$ cat config.mk
export PLATFORM = sky130hd
export DESIGN_NAME = dut_next_arbiter
export DESIGN_NICKNAME = d
export VERILOG_FILES = /design/src/rtl/dut_arb_pkg.sv /design/src/rtl/rr_arbiter.sv /design/src/rtl/dut_next_arbiter.sv
export SDC_FILE = /design/constraint.sdc
export NUM_CORES = 1
export LEC_CHECK = 0
export BUFFER_PORTS_ARGS = -buffer_cell sky130_fd_sc_hd__buf_2
export CORE_UTILIZATION = 40
export CTS_BUF_LIST = sky130_fd_sc_hd__clkbuf_8 sky130_fd_sc_hd__clkbuf_16
export DETAILED_ROUTE_END_ITERATION = 6
export GPL_ROUTABILITY_DRIVEN = 0
export PLACE_DENSITY = 0.74
export SETUP_SLACK_MARGIN = 0.5
export SLEW_MARGIN = 0
export SYNTH_ARGS = -nofsm -noshare
export SYNTH_HDL_FRONTEND = slang
export SYNTH_HIERARCHICAL = 1
export SYNTH_SLANG_ARGS = --single-unit
$ cat constraint.sdc
create_clock -name CLK -period 3.8 [get_ports CLK]
set_clock_uncertainty 0.2 [all_clocks]
set_input_delay 0.76 -clock CLK [delete_from_list [all_inputs] [get_ports CLK]]
set_output_delay 0.76 -clock CLK [all_outputs]
set_load 0.01 [all_outputs]
$ cat src/rtl/dut_arb_pkg.sv
`default_nettype none
// ============================================================================
// Module   : dut_arb_pkg
// Brief    : Shared FSM state encoding and default sizes for dut_next_arbiter.
// Revision : 1.0 - initial release
// ============================================================================
package dut_arb_pkg;

    localparam int c_NREQ_DEFAULT = 4;
    localparam int c_DW_DEFAULT   = 32;

    typedef enum logic [1:0] {
        ST_START = 2'd0,
        ST_IDLE  = 2'd1,
        ST_ISSUE = 2'd2,
        ST_RESP  = 2'd3
    } arb_state_t;

endpackage
`default_nettype wire

$ cat src/rtl/rr_arbiter.sv
`default_nettype none
// ============================================================================
// Module   : rr_arbiter
// Brief    : Round-robin one-hot grant; search starts after the last accepted index.
// Revision : 1.0 - initial release
// ============================================================================
module rr_arbiter #(
    parameter int NREQ = 4,
    localparam int IW  = $clog2(NREQ)
) (
    input  logic            clk,
    input  logic            rst,
    input  logic [NREQ-1:0] i_req,
    input  logic            i_accept,
    output logic [NREQ-1:0] o_grant,
    output logic [IW-1:0]   o_grant_idx,
    output logic            o_any
);

    logic [IW-1:0] r_last;
    logic [IW-1:0] w_pos;

    always_comb begin
        o_grant     = '0;
        o_grant_idx = '0;
        o_any       = 1'b0;
        w_pos       = '0;
        for (int i = 0; i < NREQ; i++) begin
            w_pos = IW'((int'(r_last) + 1 + i) % NREQ);
            if (!o_any && i_req[w_pos]) begin
                o_any          = 1'b1;
                o_grant_idx    = w_pos;
                o_grant[w_pos] = 1'b1;
            end
        end
    end

    // Reset value makes requester 0 the first one searched.
    always_ff @(posedge clk) begin
        if (rst) begin
            r_last <= IW'(NREQ - 1);
        end else if (i_accept && o_any) begin
            r_last <= o_grant_idx;
        end
    end

endmodule
`default_nettype wire

$ cat src/rtl/dut_next_arbiter.sv
`default_nettype none
// ============================================================================
// Module   : dut_next_arbiter
// Brief    : Shares one dut start/next interface among NREQ requesters.
// Revision : 1.0 - initial release
// ============================================================================
module dut_next_arbiter
    import dut_arb_pkg::*;
#(
    parameter int NREQ = c_NREQ_DEFAULT,
    parameter int DW   = c_DW_DEFAULT
) (
    input  logic             CLK,
    input  logic             RST,
    input  logic             restart,
    input  logic [NREQ-1:0]  req_valid,
    input  logic [NREQ*DW-1:0] req_k,
    output logic [NREQ-1:0]  req_ready,
    output logic [NREQ-1:0]  rsp_valid,
    output logic [DW-1:0]    rsp_data,
    output logic             busy,
    output logic             dut_EN_start,
    input  logic             dut_RDY_start,
    output logic [DW-1:0]    dut_next_k,
    output logic             dut_EN_next,
    input  logic [DW-1:0]    dut_next,
    input  logic             dut_RDY_next
);

    localparam int c_IW = $clog2(NREQ);

    arb_state_t      r_state;
    arb_state_t      w_state_nxt;
    logic [c_IW-1:0] r_idx;
    logic [DW-1:0]   r_k;
    logic [DW-1:0]   r_rsp_data;

    logic [NREQ-1:0] w_grant;
    logic [c_IW-1:0] w_grant_idx;
    logic            w_any;
    logic            w_accept;
    logic            w_en_start;
    logic            w_en_next;

    rr_arbiter #(
        .NREQ (NREQ)
    ) u_rr (
        .clk         (CLK),
        .rst         (RST),
        .i_req       (req_valid),
        .i_accept    (w_accept),
        .o_grant     (w_grant),
        .o_grant_idx (w_grant_idx),
        .o_any       (w_any)
    );

    always_ff @(posedge CLK) begin
        if (RST) begin
            r_state    <= ST_START;
            r_idx      <= '0;
            r_k        <= '0;
            r_rsp_data <= '0;
        end else begin
            r_state <= w_state_nxt;
            if (w_accept) begin
                r_idx <= w_grant_idx;
                r_k   <= req_k[int'(w_grant_idx)*DW +: DW];
            end
            if (w_en_next) begin
                r_rsp_data <= dut_next;
            end
        end
    end

    // Restart wins over pending requests while idle.
    always_comb begin
        w_state_nxt = r_state;
        w_en_start  = 1'b0;
        w_en_next   = 1'b0;
        w_accept    = 1'b0;
        case (r_state)
            ST_START: begin
                if (dut_RDY_start) begin
                    w_en_start  = 1'b1;
                    w_state_nxt = ST_IDLE;
                end
            end
            ST_IDLE: begin
                if (restart) begin
                    w_state_nxt = ST_START;
                end else if (w_any) begin
                    w_accept    = !RST;
                    w_state_nxt = ST_ISSUE;
                end
            end
            ST_ISSUE: begin
                if (dut_RDY_next) begin
                    w_en_next   = 1'b1;
                    w_state_nxt = ST_RESP;
                end
            end
            ST_RESP: begin
                w_state_nxt = ST_IDLE;
            end
            default: begin
                w_state_nxt = ST_START;
            end
        endcase
    end

    // Outputs are forced quiet while reset is held, independent of register state.
    assign req_ready    = w_accept ? w_grant : '0;
    assign rsp_valid    = (r_state == ST_RESP && !RST) ? (NREQ'(1) << r_idx) : '0;
    assign rsp_data     = RST ? '0 : r_rsp_data;
    assign busy         = RST || (r_state != ST_IDLE);
    assign dut_EN_start = w_en_start && !RST;
    assign dut_EN_next  = w_en_next && !RST;
    assign dut_next_k   = RST ? '0 : r_k;

endmodule
`default_nettype wire
==> run_results.csv, run 1 <==
group,metric,value,unit
global_route,grt_max_degree,45,
synth,synth.distinct_cells,51,
worst_hold_path,min_path_cells,2,
worst_setup_path,crit_path_top_delay_cell,"a221o_1",
power,irDropWorstVdd,0.000157,V
layout,mostFrequentLayoutCell,"buf_2",
clock_network,path_clk_slew,0.07,ns
clock_network,cts-root-buf,"clkbuf_8",
floorplanning,die_w,105,um
worst_setup_path,ff2ff_setup_slack,0.63,ns
synth,synth-async-reset-ratio,0,
worst_setup_path,crit_required,2.84,ns
floorplanning,fp.dieH,105,um
worst_setup_path,setup.worst_path.start,"u_rr/r_last[0]$_SDFFE_PP1P_",
route,wl_per_cell,15.9,um
floorplanning,rows,37,
placed_design,port_buffers,243,
synth,yosysWarnings,6,
power,power.internal,1.34,mW
route,vias_per_cell,5.19,
power,swShare,0.281,
worst_setup_path,critPathMaxStageDelay,0.36,ns
route,first_iter_violations,203,
synth,synth.largest_area_cell,"dfxtp_1",
route,first_pass_iters,5,
timing,setup_tns,0,ns
route,route.top_layer_used,"met4",
worst_setup_path,path_max_fanout,13,
timing,setup_viol,0,
route,wl_met3,811,um
layout,n_fill_cell,888,
worst_setup_path,start_kind,"flop",
global_route,grt_pass1_vias,3881,
clock_network,h-tree-depth,3,
synth,synth_seq_cells,70,
global_route,grt_antenna_before_repair,0,
synth,syn_nets,536,
layout,seq_area,1400,um^2
worst_hold_path,min-delay-start,"r_state[1]$_SDFFE_PP0P_",
global_route,globalRouteTotalUtil,0.209,
global_route,globalRouteOverflowTotal,0,
floorplanning,core_region_area,10300,um^2
worst_setup_path,crit_type,"reg -> out",
global_route,grt_pass1_wl,18300,um
floorplanning,dieArea,11000,um^2
timing,max_freq,0.294,GHz
power,power.total,1.87,mW
clock_network,cts.sinks,70,
timing,rsz0062_at_grt,"yes",
synth,synth_ff_type,"dfxtp_1",
timing,finalHoldViolCount,0,
synth,synth-seq-area-share,0.331,
layout,drive_above_1_share,0.602,
layout,syn_to_final_growth,38.3,%
synth,syn_inst,356,
synth,syn_area_per_cell,11.9,um^2
synth,synth_top_area_frac,0.331,
layout,final_cell_mix,"buf_2 (243), dfxtp_1 (68), nor2b_1 (67)",
clock_network,cts_made_buffers,9,
layout,multi_input_area,2680,um^2
worst_hold_path,worstHoldEndpoint,"r_state[1]$_SDFFE_PP0P_",
placed_design,dp.final_hpwl,8930,um
worst_setup_path,endpoint_kind,"primary output",
timing,relSlewSlack,0.590,
power,power_leakage,2.81,nW
power,total_switching_power,0.526,mW
worst_setup_path,r2r_cells,9,
timing,post-route-period-util,0.895,
worst_setup_path,critPathBufInv,3,
job,cap_violations,0,
route,drt_wl_total,11800,um
timing,slew_viol_final,0,
worst_setup_path,cp_cell_sequence,"buf_6 -> ha_4 -> or2_4 -> buf_4 -> and4_1 -> o21a_2 -> a221o_1 -> and2_1 -> buf_2",
power,combPwrFrac,0.314,
floorplanning,ioPinCount,244,
synth,yosys-top-cells-area,"dfxtp_1 (33%), mux4_2 (16%), mux2_4 (11%)",
route,drc_errors,0,
synth,synth_edf_count,0,
power,pwr-share-clk,0.268,
worst_hold_path,hold_class,"reg -> reg",
timing,tightest_slew,0.616,ns
route,num_vias,3851,
outcome,outcome,"finished, final reports clean",
layout,layout.nets,782,
clock_network,clk_path_buf_depth,2,
route,routed-wl-met2,6180,um
floorplanning,start_util,0.412,
clock_network,cts_tree,"built",
power,power.density,319,nW/um^2
worst_setup_path,reg2reg_from,"u_rr/r_last[1]$_SDFFE_PP1P_",
timing,holdWs,0.309,ns
clock_network,cts_hold_buf,0,
power,seq_power_share,0.418,
worst_setup_path,worstPathArrival,2.44,ns
route,met1Wirelength,4600,um
worst_setup_path,reg2reg_to,"r_k[7]$_SDFFE_PP0P_",
synth,synth_area,4230,um^2
clock_network,clk_latency,0.33,ns
timing,period_minus_slack,3.40,ns
route,postRouteAntennaNets,0,
worst_setup_path,cp_top_family,"compound AO/OA/AOI/OAI gates",
layout,diodes,0,
[worst max path at each step]
stage	end	slack [ns]	cells past startpoint
5_1_grt	req_ready[3]	0.30	9
2_1_floorplan	r_k[10]$_SDFFE_PP0P_	0.49	12
3_3_place_gp	r_k[7]$_SDFFE_PP0P_	0.52	9
4_1_cts	req_ready[3]	0.48	7
3_5_place_dp	r_k[25]$_SDFFE_PP0P_	0.40	9
6_report	req_ready[2]	0.40	9
[power groups by stage]
stage | Sequential (mW) | Combinational (mW) | Clock [mW]
6_report | 0.782 | 0.586 | 0.501
3_3_place_gp | 0.797 | 0.542 | 0
4_1_cts | 0.782 | 0.580 | 0.523
3_5_place_dp | 0.798 | 0.561 | 0
2_1_floorplan | 0.795 | 0.411 | 0
5_1_grt | 0.785 | 0.630 | 0.556
[flip-flops by register name, summed over array words and instances, names as in the netlist]
signal and count:
r_k 32, r_rsp_data 32, r_idx 2, r_state 2
u_rr/r_last 2
[worst min-delay path, delay by kind of cell, from the launching register on]
family	cells	cell delay, ns
AOI/OAI and AO/OA	1	0.05
and+or+nand+nor	1	0.07
DFF	1	0.34
[kinds of logic after synthesis]
group / Yosys count / share of synthesized area
compound gates: 56 / 0.111
fa+ha+maj: 11 / 0.0325
buf+inv: 38 / 0.0553
flops: 70 / 0.331
mux: 72 / 0.311
simple gates: 109 / 0.160
[metrics by stage]
| step | worst slack [ns] | area, um^2 | utilization | instances |
|---|---|---|---|---|
| floorplan | 0.493 | 4230 | - | 356 |
| global placement | 0.523 | 5540 | 0.539 | 717 |
| detailed placement | 0.396 | 5540 | 0.539 | 717 |
| CTS | 0.477 | 5820 | 0.566 | 739 |
| global route | 0.304 | 5850 | 0.570 | 742 |
| finish | 0.399 | 5850 | 0.570 | 742 |
[Yosys cell counts, drive strengths merged, types with 2 or more instances]
master and n:
o22a 32, a211oi 2, o22ai 2, and4 2
mux2 34, and2 4, dfxtp 70, nand2b 3
nor3 2, mux2i 4, inv 9, o21ai 4
a221oi 2, mux4 34, clkbuf 11, ha 11
a21oi 2, nor2 7, o211ai 2, nor4bb 2
buf 18, a222oi 4, nor2b 67, nand2 13
[what timing repair did]
action	CTS	global route
cloned	1	0
hold endpoints to repair	0	0
buffers inserted	6	3
endpoints found under the setup margin	34	11
pin swaps	8	5
resized for setup	16	2
[layout make-up]
type	count	share of cell area
Timing Repair Buffer	263	0.239
Clock inverter	6	0.00663
Inverter	9	0.00620
Sequential cell	70	0.240
Tap cell	136	0.0291
Clock buffer	9	0.0212
Multi-Input combinational cell	249	0.458
[metal layers]
layer | GRT usage | vias up
met3 | 0.0455 | 18
met5 | 0 | -
met4 | 0.0594 | 0
li1 | - | 1831
met2 | 0.388 | 210
met1 | 0.239 | 1792
Power figures use the tool's default switching activity.
==> run 2, diff against run 1 <==
==> constraint.sdc (replaced) <==
create_clock -name CLK -period 3.9 [get_ports CLK]
set_clock_uncertainty 0.2 [all_clocks]
set_input_delay 0.78 -clock CLK [delete_from_list [all_inputs] [get_ports CLK]]
set_output_delay 0.78 -clock CLK [all_outputs]
set_load 0.01 [all_outputs]
==> run_results.csv, run 2 (synthesis gave the netlist of run 1 again) <==
group,metric,value,unit
timing,finalHoldViolCount,0,
placed_design,dpl_cell_area,5530,um^2
layout,multi_input_area,2710,um^2
global_route,grt_max_degree,40,
worst_setup_path,reg2reg_from,"u_rr/r_last[0]$_SDFFE_PP1P_",
worst_hold_path,min-delay-start,"r_state[1]$_SDFFE_PP0P_",
clock_network,cts_hold_buf,0,
layout,layout.nets,779,
route,wl_per_cell,16.2,um
global_route,grt_antenna_before_repair,0,
worst_setup_path,reg2reg_to,"r_k[29]$_SDFFE_PP0P_",
route,num_vias,3854,
clock_network,path_clk_slew,0.07,ns
layout,n_fill_cell,880,
timing,setup_tns,0,ns
route,first_iter_violations,207,
power,irDropWorstVdd,0.000167,V
layout,final_cell_mix,"buf_2 (243), dfxtp_1 (68), nor2b_1 (67)",
floorplanning,core_region_area,10300,um^2
timing,rsz0062_at_grt,"no",
timing,max_freq,0.299,GHz
power,power.total,1.87,mW
timing,relSlewSlack,0.485,
clock_network,clk_latency,0.33,ns
timing,fin_ws,0.555,ns
placed_design,dp.final_hpwl,9060,um
worst_hold_path,min_path_cells,2,
floorplanning,rows,37,
power,combPwrFrac,0.308,
route,drc_errors,0,
worst_setup_path,endpoint_kind,"primary output",
floorplanning,fp.dieH,105,um
route,postRouteAntennaNets,0,
worst_setup_path,crit_required,2.92,ns
layout,diodes,0,
placed_design,post-place-ws,0.322,ns
worst_setup_path,r2r_cells,11,
layout,drive_above_1_share,0.604,
timing,holdWs,0.349,ns
worst_setup_path,ff2ff_setup_slack,0.60,ns
timing,post-route-period-util,0.858,
worst_setup_path,worstPathArrival,2.37,ns
worst_hold_path,hold_class,"reg -> reg",
worst_setup_path,path_max_fanout,7,
timing,slew_viol_final,0,
global_route,globalRouteOverflowTotal,0,
job,cap_violations,0,
power,power.density,317,nW/um^2
clock_network,h-tree-depth,3,
timing,tightest_slew,0.772,ns
clock_network,cts.sinks,70,
route,vias_per_cell,5.21,
placed_design,dp.cells,715,
clock_network,cts_made_buffers,9,
outcome,outcome,"finished, final reports clean",
global_route,grt_pass1_vias,3857,
route,drt_wl_total,12000,um
worst_setup_path,start_kind,"flop",
worst_setup_path,crit_type,"reg -> out",
placed_design,port_buffers,243,
route,first_pass_iters,7,
global_route,grt_pass1_wl,18500,um
clock_network,cts-root-buf,"clkbuf_8",
layout,top_regs,"r_k: 32 flops, r_rsp_data: 32 flops",
power,seq_power_share,0.408,
floorplanning,die_w,105,um
power,total_switching_power,0.533,mW
power,pwr-share-clk,0.285,
floorplanning,ioPinCount,244,
global_route,globalRouteTotalUtil,0.212,
worst_hold_path,worstHoldEndpoint,"r_state[1]$_SDFFE_PP0P_",
floorplanning,start_util,0.412,
layout,fin_cells,740,
layout,mostFrequentLayoutCell,"buf_2",
layout,final_core_util,0.573,
power,swShare,0.285,
power,power_leakage,2.81,nW
power,power.internal,1.34,mW
timing,period_minus_slack,3.35,ns
layout,syn_to_final_growth,39.2,%
floorplanning,dieArea,11000,um^2
layout,seq_area,1410,um^2
layout,stdcell_area,5890,um^2
clock_network,clk_path_buf_depth,2,
clock_network,cts_tree,"built",
timing,setup_viol,0,
[run 2: worst max path at each step]
stage	from	end	cells past startpoint
floorplan	u_rr/r_last[0]$_SDFFE_PP1P_	r_k[10]$_SDFFE_PP0P_	12
global placement	req_valid[0]	r_k[15]$_SDFFE_PP0P_	9
CTS	u_rr/r_last[1]$_SDFFE_PP1P_	req_ready[0]	7
detailed placement	req_valid[0]	r_k[29]$_SDFFE_PP0P_	9
global route	u_rr/r_last[0]$_SDFFE_PP1P_	req_ready[3]	9
finish	u_rr/r_last[0]$_SDFFE_PP1P_	req_ready[1]	8
[run 2: layout make-up]
type | instances | share of cell area
multi-input cells | 249 | 0.459
flip-flops and latches | 70 | 0.239
repair buffers | 260 | 0.237
well taps | 136 | 0.0289
clock buffers | 10 | 0.0234
clock inverters | 6 | 0.00722
inverters | 9 | 0.00573
[run 2: critical path, stage by stage (launching register included)]
cell	delay (ns)
dfxtp_2	0.37
inv_2	0.06
ha_4	0.31
mux4_1	0.67
nor2_2	0.21
a222oi_1	0.11
nand2_1	0.07
and2_1	0.12
buf_2	0.13
[run 2: per-layer routing]
| layer | vias up | global-route usage | part of all wire | wire, um |
|---|---|---|---|---|
| li1 | 1815 | - | - | - |
| met3 | 21 | 0.0462 | 0.068 | 817 |
| met5 | - | 0 | 0 | 0 |
| met2 | 208 | 0.387 | 0.52 | 6250 |
| met4 | 0 | 0.0644 | 0.016 | 190 |
| met1 | 1810 | 0.245 | 0.39 | 4720 |
[run 2: timing repair]
item / 4_1_cts / 5_1_grt
buffers inserted: 3 / 5
endpoints found under the setup margin: 29 / 4
pin swaps: 3 / 10
cloned: 1 / 0
resized for setup: 9 / 14
[run 2: power groups by stage]
stage	logic, mW	registers [mW]	clock network (mW)
2_1_floorplan	0.400	0.775	0
3_3_place_gp	0.526	0.777	0
3_5_place_dp	0.546	0.778	0
4_1_cts	0.562	0.762	0.555
5_1_grt	0.617	0.766	0.587
6_report	0.575	0.762	0.532
==> run 3, diff against run 2 <==
--- a/config.mk
+++ b/config.mk
@@ -5,12 +5,12 @@
 export SDC_FILE = /design/constraint.sdc
 export NUM_CORES = 1
 export LEC_CHECK = 0
-export BUFFER_PORTS_ARGS = -buffer_cell sky130_fd_sc_hd__buf_2
+export CORE_MARGIN = 2
 export CORE_UTILIZATION = 40
 export CTS_BUF_LIST = sky130_fd_sc_hd__clkbuf_8 sky130_fd_sc_hd__clkbuf_16
 export DETAILED_ROUTE_END_ITERATION = 6
+export DONT_BUFFER_PORTS = 1
 export GPL_ROUTABILITY_DRIVEN = 0
-export PLACE_DENSITY = 0.74
 export SETUP_SLACK_MARGIN = 0.5
 export SLEW_MARGIN = 0
 export SYNTH_ARGS = -nofsm -noshare
==> run_results.csv, run 3 (synthesis gave the netlist of run 1 again) <==
group,metric,value,unit
layout,syn_to_final_growth,8.72,%
global_route,globalRouteOverflowTotal,0,
route,first_iter_violations,184,
layout,final_core_util,0.448,
power,power_leakage,1.70,nW
worst_setup_path,crit_type,"reg -> out",
global_route,grt_antenna_before_repair,0,
layout,layout.nets,528,
clock_network,cts-root-buf,"clkbuf_8",
placed_design,post-place-ws,0.457,ns
clock_network,clk_path_buf_depth,2,
worst_setup_path,worstPathArrival,2.32,ns
route,drt_wl_total,9670,um
placed_design,dpl_cell_area,4280,um^2
placed_design,dp.cells,469,
floorplanning,start_util,0.412,
timing,relSlewSlack,0.560,
layout,mostFrequentLayoutCell,"dfxtp_1",
layout,stdcell_area,4600,um^2
route,num_vias,2875,
layout,drive_above_1_share,0.317,
route,drc_errors,0,
timing,setup_tns,0,ns
placed_design,dp.final_hpwl,7110,um
floorplanning,ioPinCount,244,
timing,setup_viol,0,
layout,diodes,0,
job,cap_violations,0,
global_route,globalRouteTotalUtil,0.159,
layout,multi_input_area,2680,um^2
outcome,outcome,"finished, final reports clean",
clock_network,path_clk_slew,0.07,ns
route,postRouteAntennaNets,0,
worst_hold_path,hold_class,"reg -> reg",
timing,rsz0062_at_grt,"no",
floorplanning,die_w,107,um
timing,finalHoldViolCount,0,
clock_network,cts.sinks,70,
floorplanning,rows,37,
layout,final_cell_mix,"dfxtp_1 (68), nor2b_1 (67), o22a_1 (32)",
clock_network,h-tree-depth,3,
worst_setup_path,crit_required,2.92,ns
placed_design,port_buffers,0,
timing,fin_ws,0.597,ns
route,vias_per_cell,5.88,
clock_network,cts_tree,"built",
floorplanning,core_region_area,10300,um^2
global_route,grt_pass1_wl,14300,um
layout,fin_cells,489,
floorplanning,dieArea,11400,um^2
worst_setup_path,endpoint_kind,"primary output",
global_route,grt_max_degree,77,
clock_network,cts_made_buffers,9,
power,irDropWorstVdd,0.000165,V
power,power.density,398,nW/um^2
layout,seq_area,1410,um^2
layout,top_regs,"r_k: 32 flops, r_rsp_data: 32 flops",
route,wl_per_cell,19.8,um
timing,max_freq,0.303,GHz
timing,post-route-period-util,0.847,
route,first_pass_iters,5,
timing,tightest_slew,0.660,ns
worst_setup_path,path_max_fanout,13,
clock_network,clk_latency,0.33,ns
floorplanning,fp.dieH,107,um
timing,slew_viol_final,0,
layout,n_fill_cell,952,
global_route,grt_pass1_vias,2773,
timing,period_minus_slack,3.30,ns
worst_setup_path,start_kind,"flop",
-- run 3: metrics by stage --
stage                     hold slack (ns)  total power [mW]
final                               0.321              1.83
after global routing                0.297              1.92
after floorplan                     0.279              1.18
after detailed placement            0.317              1.20
after global placement              0.298              1.19
after CTS                           0.302              1.86
-- run 3: critical path: stages (launching register included) --
cell and delay (ns):
dfxtp_2 0.33, buf_4 0.19, ha_4 0.19, or2_4 0.29
mux2i_4 0.21, and3b_2 0.24, a222oi_1 0.27, nand2_1 0.09
and2_1 0.18
-- run 3: area by class of cell --
class / count / share of cell area
clock buffer: 9 / 0.0269
clock inverter: 7 / 0.0212
inverter: 9 / 0.00734
multi-input combinational: 249 / 0.582
sequential: 70 / 0.306
tap: 136 / 0.0370
timing repair buffer: 9 / 0.0196
-- run 3: power breakdown --
group          total (mW)  leakage, nW  switching, mW  internal [mW]
Clock               0.635        0.106          0.273          0.362
Sequential          0.761        0.567         0.0101          0.751
Combinational       0.434         1.03          0.184          0.251
Total                1.83         1.70          0.467           1.36
-- run 3: per-layer routing --
metal	track usage	routed length, um
met2	0.255	4580
met3	0.0505	1000
met1	0.208	3980
met5	0	0
met4	0.0445	100
-- run 3: final timing paths --
| check | start | end | slack, ns | cells past startpoint |
|---|---|---|---|---|
| worst max-delay path | u_rr/r_last[0]$_SDFFE_PP1P_ | req_ready[0] | 0.60 | 8 |
| worst min register to register | r_state[1]$_SDFFE_PP0P_ | r_state[1]$_SDFFE_PP0P_ | 0.32 | 2 |
| worst max register to register | u_rr/r_last[1]$_SDFFE_PP1P_ | r_k[8]$_SDFFE_PP0P_ | 0.63 | 9 |
| worst min-delay path | r_state[1]$_SDFFE_PP0P_ | r_state[1]$_SDFFE_PP0P_ | 0.32 | 2 |
-- run 3: repair_timing --
item	4_1_cts	5_1_grt
gates cloned	1	0
setup buffers	1	2
endpoints found under the setup margin	32	34
hold buffers	0	0
pin swaps	1	2
gates resized for setup	5	11
hold endpoints to repair	0	0
